### src/rtl/pong_ball_if.sv
// pong_ball_if -- signal bundle between the paddle/frame logic and the
// ball engine.
//
//   refresh_tick  one-clk pulse per frame (motion happens only on it)
//   serve         level; launches the ball / restarts after game over
//   paddle_l_y    left paddle top y
//   paddle_r_y    right paddle top y
//   ball_x/ball_y ball top-left corner
//   score_l/_r    player scores
//   hit           one-clk pulse on a paddle bounce
//   point_l/_r    one-clk pulse when that player scores
//   game_over     high while the game is over
//
// master: the environment driving frame/paddle/serve inputs.
// slave : the ball engine.
interface pong_ball_if;
  logic       refresh_tick;
  logic       serve;
  logic [9:0] paddle_l_y;
  logic [9:0] paddle_r_y;
  logic [9:0] ball_x;
  logic [9:0] ball_y;
  logic [3:0] score_l;
  logic [3:0] score_r;
  logic       hit;
  logic       point_l;
  logic       point_r;
  logic       game_over;

  modport master (
    output refresh_tick, serve, paddle_l_y, paddle_r_y,
    input  ball_x, ball_y, score_l, score_r, hit, point_l, point_r, game_over
  );

  modport slave (
    input  refresh_tick, serve, paddle_l_y, paddle_r_y,
    output ball_x, ball_y, score_l, score_r, hit, point_l, point_r, game_over
  );
endinterface

### src/rtl/pong_ball.sv
// pong_ball -- ball motion and scoring engine.
//
// Moves the ball once per refresh_tick while in play, resolves wall and
// paddle collisions, keeps both scores and sequences
// SERVE -> PLAY -> POINT -> (SERVE | GAME_OVER).
//
// Ports:
//   clk      system clock
//   reset_n  asynchronous active-low reset
//   bus      pong_ball_if.slave: refresh_tick, serve, paddle_l_y,
//            paddle_r_y in; ball_x, ball_y, score_l, score_r, hit,
//            point_l, point_r, game_over out
module pong_ball #(
  parameter int SCREEN_W      = 640,
  parameter int SCREEN_H      = 480,
  parameter int BALL_SIZE     = 8,
  parameter int BALL_SPEED    = 2,
  parameter int PADDLE_HEIGHT = 72,
  parameter int L_PADDLE_FACE = 40,
  parameter int R_PADDLE_FACE = 600,
  parameter int POINT_FRAMES  = 60,
  parameter int WIN_SCORE     = 7
) (
  input  logic        clk,
  input  logic        reset_n,
  pong_ball_if.slave  bus
);

  // All geometry is compared in 11 bits so paddle_y + PADDLE_HEIGHT cannot
  // wrap even for a paddle parked off-screen near 1023.
  localparam logic [10:0] W11 = 11'(SCREEN_W);
  localparam logic [10:0] H11 = 11'(SCREEN_H);
  localparam logic [10:0] SZ  = 11'(BALL_SIZE);
  localparam logic [10:0] SPD = 11'(BALL_SPEED);
  localparam logic [10:0] PH  = 11'(PADDLE_HEIGHT);
  localparam logic [10:0] LF  = 11'(L_PADDLE_FACE);
  localparam logic [10:0] RF  = 11'(R_PADDLE_FACE);
  localparam logic [9:0]  CX  = 10'((SCREEN_W - BALL_SIZE) / 2);
  localparam logic [9:0]  CY  = 10'((SCREEN_H - BALL_SIZE) / 2);
  localparam logic [3:0]  WIN = 4'(WIN_SCORE);
  localparam int          FW  = $clog2(POINT_FRAMES + 1);
  localparam logic [FW-1:0] FRAME_LAST = FW'(POINT_FRAMES - 1);

  typedef enum logic [1:0] {S_SERVE, S_PLAY, S_POINT, S_OVER} state_t;

  state_t        state, state_nx;
  logic [9:0]    ball_x, ball_y;
  logic          dir_x;      // 1 = moving right
  logic          dir_y;      // 1 = moving down
  logic          serve_dy;   // vertical direction the next serve uses
  logic          armed;      // serve has been seen low since last consumed
  logic [3:0]    score_l, score_r;
  logic          hit, point_l, point_r;
  logic [FW-1:0] frame_cnt;
  logic          game_over;

  logic          launch, frame_done, win_reached, arm_clr;
  logic [10:0]   x11, y11, pl11, pr11;
  logic [9:0]    y_nx;
  logic          dy_nx;
  logic          ovl_l, ovl_r, bounce_l, bounce_r, miss_l, miss_r;

  assign x11  = {1'b0, ball_x};
  assign y11  = {1'b0, ball_y};
  assign pl11 = {1'b0, bus.paddle_l_y};
  assign pr11 = {1'b0, bus.paddle_r_y};

  assign launch      = bus.serve && armed;
  assign frame_done  = (frame_cnt == FRAME_LAST);
  assign win_reached = (score_l == WIN) || (score_r == WIN);

  // Vertical step: clamp to the wall and reverse when the next step would
  // touch or cross it.
  always_comb begin
    y_nx  = ball_y;
    dy_nx = dir_y;
    if (!dir_y) begin
      if (y11 <= SPD) begin
        y_nx  = '0;
        dy_nx = 1'b1;
      end else begin
        y_nx = 10'(y11 - SPD);
      end
    end else begin
      if (y11 + SZ + SPD >= H11) begin
        y_nx  = 10'(H11 - SZ);
        dy_nx = 1'b0;
      end else begin
        y_nx = 10'(y11 + SPD);
      end
    end
  end

  assign ovl_l = (y11 + SZ > pl11) && (y11 < pl11 + PH);
  assign ovl_r = (y11 + SZ > pr11) && (y11 < pr11 + PH);

  // The "not yet past the face" term makes a ball that slipped by a paddle
  // unable to bounce back off its rear.
  assign bounce_r = dir_x && (x11 + SZ + SPD >= RF) && (x11 + SZ <= RF) && ovl_r;
  assign miss_r   = dir_x && !bounce_r && (x11 + SZ + SPD >= W11);
  assign bounce_l = !dir_x && (x11 <= LF + SPD) && (x11 >= LF) && ovl_l;
  assign miss_l   = !dir_x && !bounce_l && (x11 <= SPD);

  // State register
  always_ff @(posedge clk or negedge reset_n) begin
    if (!reset_n) state <= S_SERVE;
    else          state <= state_nx;
  end

  // Next-state logic
  always_comb begin
    state_nx = state;
    case (state)
      S_SERVE: if (launch) state_nx = S_PLAY;
      S_PLAY:  if (bus.refresh_tick && (miss_l || miss_r)) state_nx = S_POINT;
      S_POINT: if (bus.refresh_tick && frame_done)
                 state_nx = win_reached ? S_OVER : S_SERVE;
      S_OVER:  if (launch) state_nx = S_SERVE;
      default: state_nx = S_SERVE;
    endcase
  end

  // Output logic
  always_comb begin
    game_over = 1'b0;
    if (state == S_OVER) game_over = 1'b1;
  end

  // Serve must be seen low again after game over is entered and after the
  // restart press, so a held button cannot skip straight through.
  assign arm_clr = ((state_nx == S_OVER) && (state != S_OVER)) ||
                   ((state == S_OVER) && launch);

  always_ff @(posedge clk or negedge reset_n) begin
    if (!reset_n) armed <= 1'b1;
    else          armed <= !bus.serve || (armed && !arm_clr);
  end

  // Ball, direction, score and pulse datapath
  always_ff @(posedge clk or negedge reset_n) begin
    if (!reset_n) begin
      ball_x    <= CX;
      ball_y    <= CY;
      dir_x     <= 1'b1;
      dir_y     <= 1'b1;
      serve_dy  <= 1'b1;
      score_l   <= '0;
      score_r   <= '0;
      hit       <= 1'b0;
      point_l   <= 1'b0;
      point_r   <= 1'b0;
      frame_cnt <= '0;
    end else begin
      hit     <= 1'b0;
      point_l <= 1'b0;
      point_r <= 1'b0;
      case (state)
        S_SERVE: begin
          ball_x <= CX;
          ball_y <= CY;
          // The serve takes the stored direction and flips it for the next
          // one, so the very first serve after reset goes down.
          if (launch) begin
            dir_y    <= serve_dy;
            serve_dy <= !serve_dy;
          end
        end
        S_PLAY: begin
          if (bus.refresh_tick) begin
            ball_y <= y_nx;
            dir_y  <= dy_nx;
            if (bounce_r) begin
              ball_x <= 10'(RF - SZ);
              dir_x  <= 1'b0;
              hit    <= 1'b1;
            end else if (miss_r) begin
              // dir_x is left pointing at the losing side for the next serve
              if (score_l != WIN) score_l <= score_l + 4'd1;
              point_l   <= 1'b1;
              frame_cnt <= '0;
            end else if (bounce_l) begin
              ball_x <= 10'(LF);
              dir_x  <= 1'b1;
              hit    <= 1'b1;
            end else if (miss_l) begin
              if (score_r != WIN) score_r <= score_r + 4'd1;
              point_r   <= 1'b1;
              frame_cnt <= '0;
            end else if (dir_x) begin
              ball_x <= 10'(x11 + SPD);
            end else begin
              ball_x <= 10'(x11 - SPD);
            end
          end
        end
        S_POINT: begin
          if (bus.refresh_tick) begin
            if (frame_done) begin
              frame_cnt <= '0;
              ball_x    <= CX;
              ball_y    <= CY;
            end else begin
              frame_cnt <= frame_cnt + 1'b1;
            end
          end
        end
        S_OVER: begin
          ball_x <= CX;
          ball_y <= CY;
          if (launch) begin
            score_l <= '0;
            score_r <= '0;
            dir_x   <= 1'b1;
          end
        end
        default: ;
      endcase
    end
  end

  assign bus.ball_x    = ball_x;
  assign bus.ball_y    = ball_y;
  assign bus.score_l   = score_l;
  assign bus.score_r   = score_r;
  assign bus.hit       = hit;
  assign bus.point_l   = point_l;
  assign bus.point_r   = point_r;
  assign bus.game_over = game_over;

endmodule

### src/flat_wrapper.sv
// flat-port wrapper written by rule: the top's interface ports become plain ports
module pong_ball_flat 
#(
  parameter int SCREEN_W      = 640,
  parameter int SCREEN_H      = 480,
  parameter int BALL_SIZE     = 8,
  parameter int BALL_SPEED    = 2,
  parameter int PADDLE_HEIGHT = 72,
  parameter int L_PADDLE_FACE = 40,
  parameter int R_PADDLE_FACE = 600,
  parameter int POINT_FRAMES  = 60,
  parameter int WIN_SCORE     = 7
)
  (clk, reset_n, bus_refresh_tick, bus_serve, bus_paddle_l_y, bus_paddle_r_y, bus_ball_x, bus_ball_y, bus_score_l, bus_score_r, bus_hit, bus_point_l, bus_point_r, bus_game_over);
  pong_ball_if bus_i ();
  input  logic clk;
  input  logic reset_n;
  input wire logic [$bits(bus_i.refresh_tick)-1:0] bus_refresh_tick;
  input wire logic [$bits(bus_i.serve)-1:0] bus_serve;
  input wire logic [$bits(bus_i.paddle_l_y)-1:0] bus_paddle_l_y;
  input wire logic [$bits(bus_i.paddle_r_y)-1:0] bus_paddle_r_y;
  output wire logic [$bits(bus_i.ball_x)-1:0] bus_ball_x;
  output wire logic [$bits(bus_i.ball_y)-1:0] bus_ball_y;
  output wire logic [$bits(bus_i.score_l)-1:0] bus_score_l;
  output wire logic [$bits(bus_i.score_r)-1:0] bus_score_r;
  output wire logic [$bits(bus_i.hit)-1:0] bus_hit;
  output wire logic [$bits(bus_i.point_l)-1:0] bus_point_l;
  output wire logic [$bits(bus_i.point_r)-1:0] bus_point_r;
  output wire logic [$bits(bus_i.game_over)-1:0] bus_game_over;
  assign bus_i.refresh_tick = bus_refresh_tick;
  assign bus_i.serve = bus_serve;
  assign bus_i.paddle_l_y = bus_paddle_l_y;
  assign bus_i.paddle_r_y = bus_paddle_r_y;
  assign bus_ball_x = bus_i.ball_x;
  assign bus_ball_y = bus_i.ball_y;
  assign bus_score_l = bus_i.score_l;
  assign bus_score_r = bus_i.score_r;
  assign bus_hit = bus_i.hit;
  assign bus_point_l = bus_i.point_l;
  assign bus_point_r = bus_i.point_r;
  assign bus_game_over = bus_i.game_over;
  pong_ball #(.SCREEN_W(SCREEN_W), .SCREEN_H(SCREEN_H), .BALL_SIZE(BALL_SIZE), .BALL_SPEED(BALL_SPEED), .PADDLE_HEIGHT(PADDLE_HEIGHT), .L_PADDLE_FACE(L_PADDLE_FACE), .R_PADDLE_FACE(R_PADDLE_FACE), .POINT_FRAMES(POINT_FRAMES), .WIN_SCORE(WIN_SCORE)) u_core (.clk(clk), .reset_n(reset_n), .bus(bus_i));
endmodule
### config.mk
export PLATFORM = sky130hd
export DESIGN_NAME = pong_ball_flat
export DESIGN_NICKNAME = d
export VERILOG_FILES = /design/src/rtl/pong_ball_if.sv /design/src/rtl/pong_ball.sv /design/src/flat_wrapper.sv
export SDC_FILE = /design/constraint.sdc
export NUM_CORES = 1
export LEC_CHECK = 0
export BUFFER_PORTS_ARGS = -buffer_cell sky130_fd_sc_hd__clkbuf_2
export CAP_MARGIN = 20
export CORE_MARGIN = 2
export CORE_UTILIZATION = 57
export CTS_CLUSTER_SIZE = 14
export DETAILED_ROUTE_END_ITERATION = 10
export GPL_TIMING_DRIVEN = 0
export PLACE_DENSITY = 0.88
export RECOVER_POWER = 50
export REMOVE_ABC_BUFFERS = 1
export SLEW_MARGIN = 25
export SYNTH_ARGS = -nofsm -noshare
export SYNTH_HDL_FRONTEND = slang
export SYNTH_SLANG_ARGS = --single-unit
### constraint.sdc
create_clock -name clk -period 6.4 [get_ports clk]
set_input_delay 0.96 -clock clk [delete_from_list [all_inputs] [get_ports clk]]
set_output_delay 0.96 -clock clk [all_outputs]
set_load 0.02 [all_outputs]
==> results.toml <==
[die]
chipHeight_um = 92.6
die_area_um2 = 8580
initial_core_util = 0.583
io_pins = 56
placementRows = 32
core_um2 = 7690
die_w_um = 92.6

[layout]
final_cell_mix = "55 x ha_1, 51 x nand2_1, 46 x inv_1"
n_fill_cell = 648
drive_gt1_frac = 0.119
num-nets-final = 685
area_growth_syn_to_layout_pct = 8.69
multiInputGateArea_um2 = 3160
seq_area_um2 = 1040
final_cells = 709
num_antenna_cells = 0
final_common_cell = "ha_1"
utilization = 0.633

[outcome]
outcome = "finished, violations left"
violations = "max-capacitance violations, max-slew violations"

[critical_path]
rr_worst_depth = 13
startpoint = "u_core.bus.ball_y[3]"
arrival_ns = 4.56
critPathCaptureType = "flip-flop"
worstReg2RegEnd = "u_core.bus.score_l[1]"
endpoint = "u_core.bus.score_l[1]"
r2r-start = "u_core.bus.ball_y[3]"
path_max_fanout = 11
crit_type = "reg2reg"
crit_path_start_kind = "flip-flop"
cp.required_ns = 6.58
rrSetupSlack_ns = 2.02

[timing]
holdWs_ns = 0.495
finClkSkew_ns = 0.00367
rsz0062_at_grt = "false"
finalSetupTns_ns = 0
max_freq_mhz = 228
finalSetupViolCount = 0
tightest_slew_ns = 2.21
finalCriticalPeriod_ns = 4.38
slew_viol_final = 42
relSlewSlack = -0.472
finalHoldViolations = 0
finalCritPeriodShare = 0.685

[clock_tree]
cts_tree = "yes"
cts_buffer_depth = 2
postCtsHoldBufs = 0
cts_num_sinks = 41
worst_skew_pair.late_latency_ns = 0.30
cts_resized = 0
cts.clk_slew.worst_paths_ns = 0.08
cts_setup_buffers = 0
cts_root_buf = "clkbuf_8"
cts-htree-levels = 2
cts_buffers = 5

[pwr]
p_per_area_nw_per_um2 = 391
irDropWorstVdd_uv = 147
p_leak_nw = 2.22

[global_routing]
grt.total_usage = 0.275
grt_pass1_vias = 4401
antenna_found_initial = 0
grt_pass1_wl_um = 19700
grt_max_degree = 42
grt_overflow = 0

[yosys]
ys_warn_count = 0
ys_ff_latch = 41
synth_cell_types = 72
async_flop_share = 1.00
syn_area_per_cell_um2 = 7.90
seq_area_frac_synth = 0.233
syn_inst = 567
syn_area_um2 = 4480
yosys_most_used_dff = "dfrtp_1"
synth-edff-count = 0

[detailed_routing]
vias = 4546
ant_nets = 0
wire_per_inst_um = 16.6
routed_wl_um = 11800
drc = 0
drtIter0Drc = 430
avgViaCountPerCell = 6.41
first_pass_iters = 5

[placed_design]
numPlacedInstances = 701
finalWeightedCongestion = 0.928
dp_hpwl_um = 8670
io_buffer_count = 53

[flow_run]
maxCapViolCount = 1

[hold_path]
hold_path_class = "reg2reg"
[synth_stat cells (all sizes together) (6+ instances only)]
master   number  area, um2
o2bb2ai       6       52.6
buf          11       68.8
nor3         16       91.3
a21oi        31        166
nand4        13       81.3
a21o         12       90.1
nand2b        6       37.5
nand2        51        191
ha           55        688
dfstp        14        368
xor2          6       52.6
inv          46        173
a211oi        9       72.6
xnor2        22        193
nor4          6       37.5
and3         11       68.8
nor2b         7       46.3
nor2         39        154
dfrtp        27        676
o22ai         6       37.5
a31oi        12       75.1
nand3        26        135
clkbuf       11       41.3
o21ai        48        240
[cell type report]
type,instances,share of cell area
multi-input combinational,459,0.648
sequential,41,0.214
timing repair buffer,53,0.0509
inverter,46,0.0355
tap,102,0.0262
clock buffer,6,0.0170
clock inverter,2,0.00771
[logic make-up after synthesis]
family          count (synthesis)  synth area share
simple gates                  197             0.223
compound gates                170             0.255
buf+inv                        68            0.0631
fa+ha+maj                      55             0.154
flops                          41             0.233
xor+xnor                       28            0.0547
mux                             7            0.0165
other cells                     1          0.000837
[routing by layer]
layer	wire length, um	GRT usage	up-vias
li1	-	-	2152
met3	842	0.0374	36
met4	319	0.104	0
met5	0	0	-
met1	5050	0.367	2134
met2	5590	0.456	224
[worst min path at each step]
stage / cells past startpoint / endpoint / startpoint
6_report: 1 / u_core.frame_cnt[5] / u_core.frame_cnt[5]
3_5_place_dp: 1 / u_core.frame_cnt[5] / u_core.frame_cnt[5]
5_1_grt: 1 / u_core.frame_cnt[5] / u_core.frame_cnt[5]
3_3_place_gp: 1 / u_core.frame_cnt[5] / u_core.frame_cnt[5]
2_1_floorplan: 1 / u_core.frame_cnt[5] / u_core.frame_cnt[5]
4_1_cts: 1 / u_core.frame_cnt[5] / u_core.frame_cnt[5]
[power breakdown]
part	internal [W]	switching [W]	total, W
Combinational	0.000462	0.000718	0.00118
Clock	0.000127	0.0000924	0.000219
Sequential	0.000341	0.000164	0.000505
[through the flow]
step           instance area, um2  power (W)  setup slack, ns
6_report                     4870    0.00190             2.02
4_1_cts                      4890    0.00189             2.08
3_5_place_dp                 4770    0.00166             2.07
5_1_grt                      4870    0.00206             1.72
3_3_place_gp                 4770    0.00160             2.16
2_1_floorplan                4370    0.00134             2.79
[worst max-delay path, cell delays in order, from the launching register on]
cell      delay [ns]
dfstp_2         0.68
ha_1            0.29
and3_1          0.29
nand3_1         0.12
xnor2_1         0.45
ha_1            0.38
a211oi_1        0.26
nand3_1         0.11
a211oi_1        0.38
o41ai_2         0.21
nor3_4          0.34
nand2_1         0.15
o21ai_1         0.23
mux2_1          0.36
[registers in the layout, indices dropped and copies added, names as in the netlist, 2 cells and up]
| signal | count |
|---|---|
| u_core.frame_cnt | 6 |
| u_core.bus.score_r | 4 |
| u_core.bus.ball_y | 9 |
| u_core.bus.score_l | 4 |
| u_core.state | 2 |
| u_core.bus.ball_x | 9 |
(Power assumes the default switching activity.)
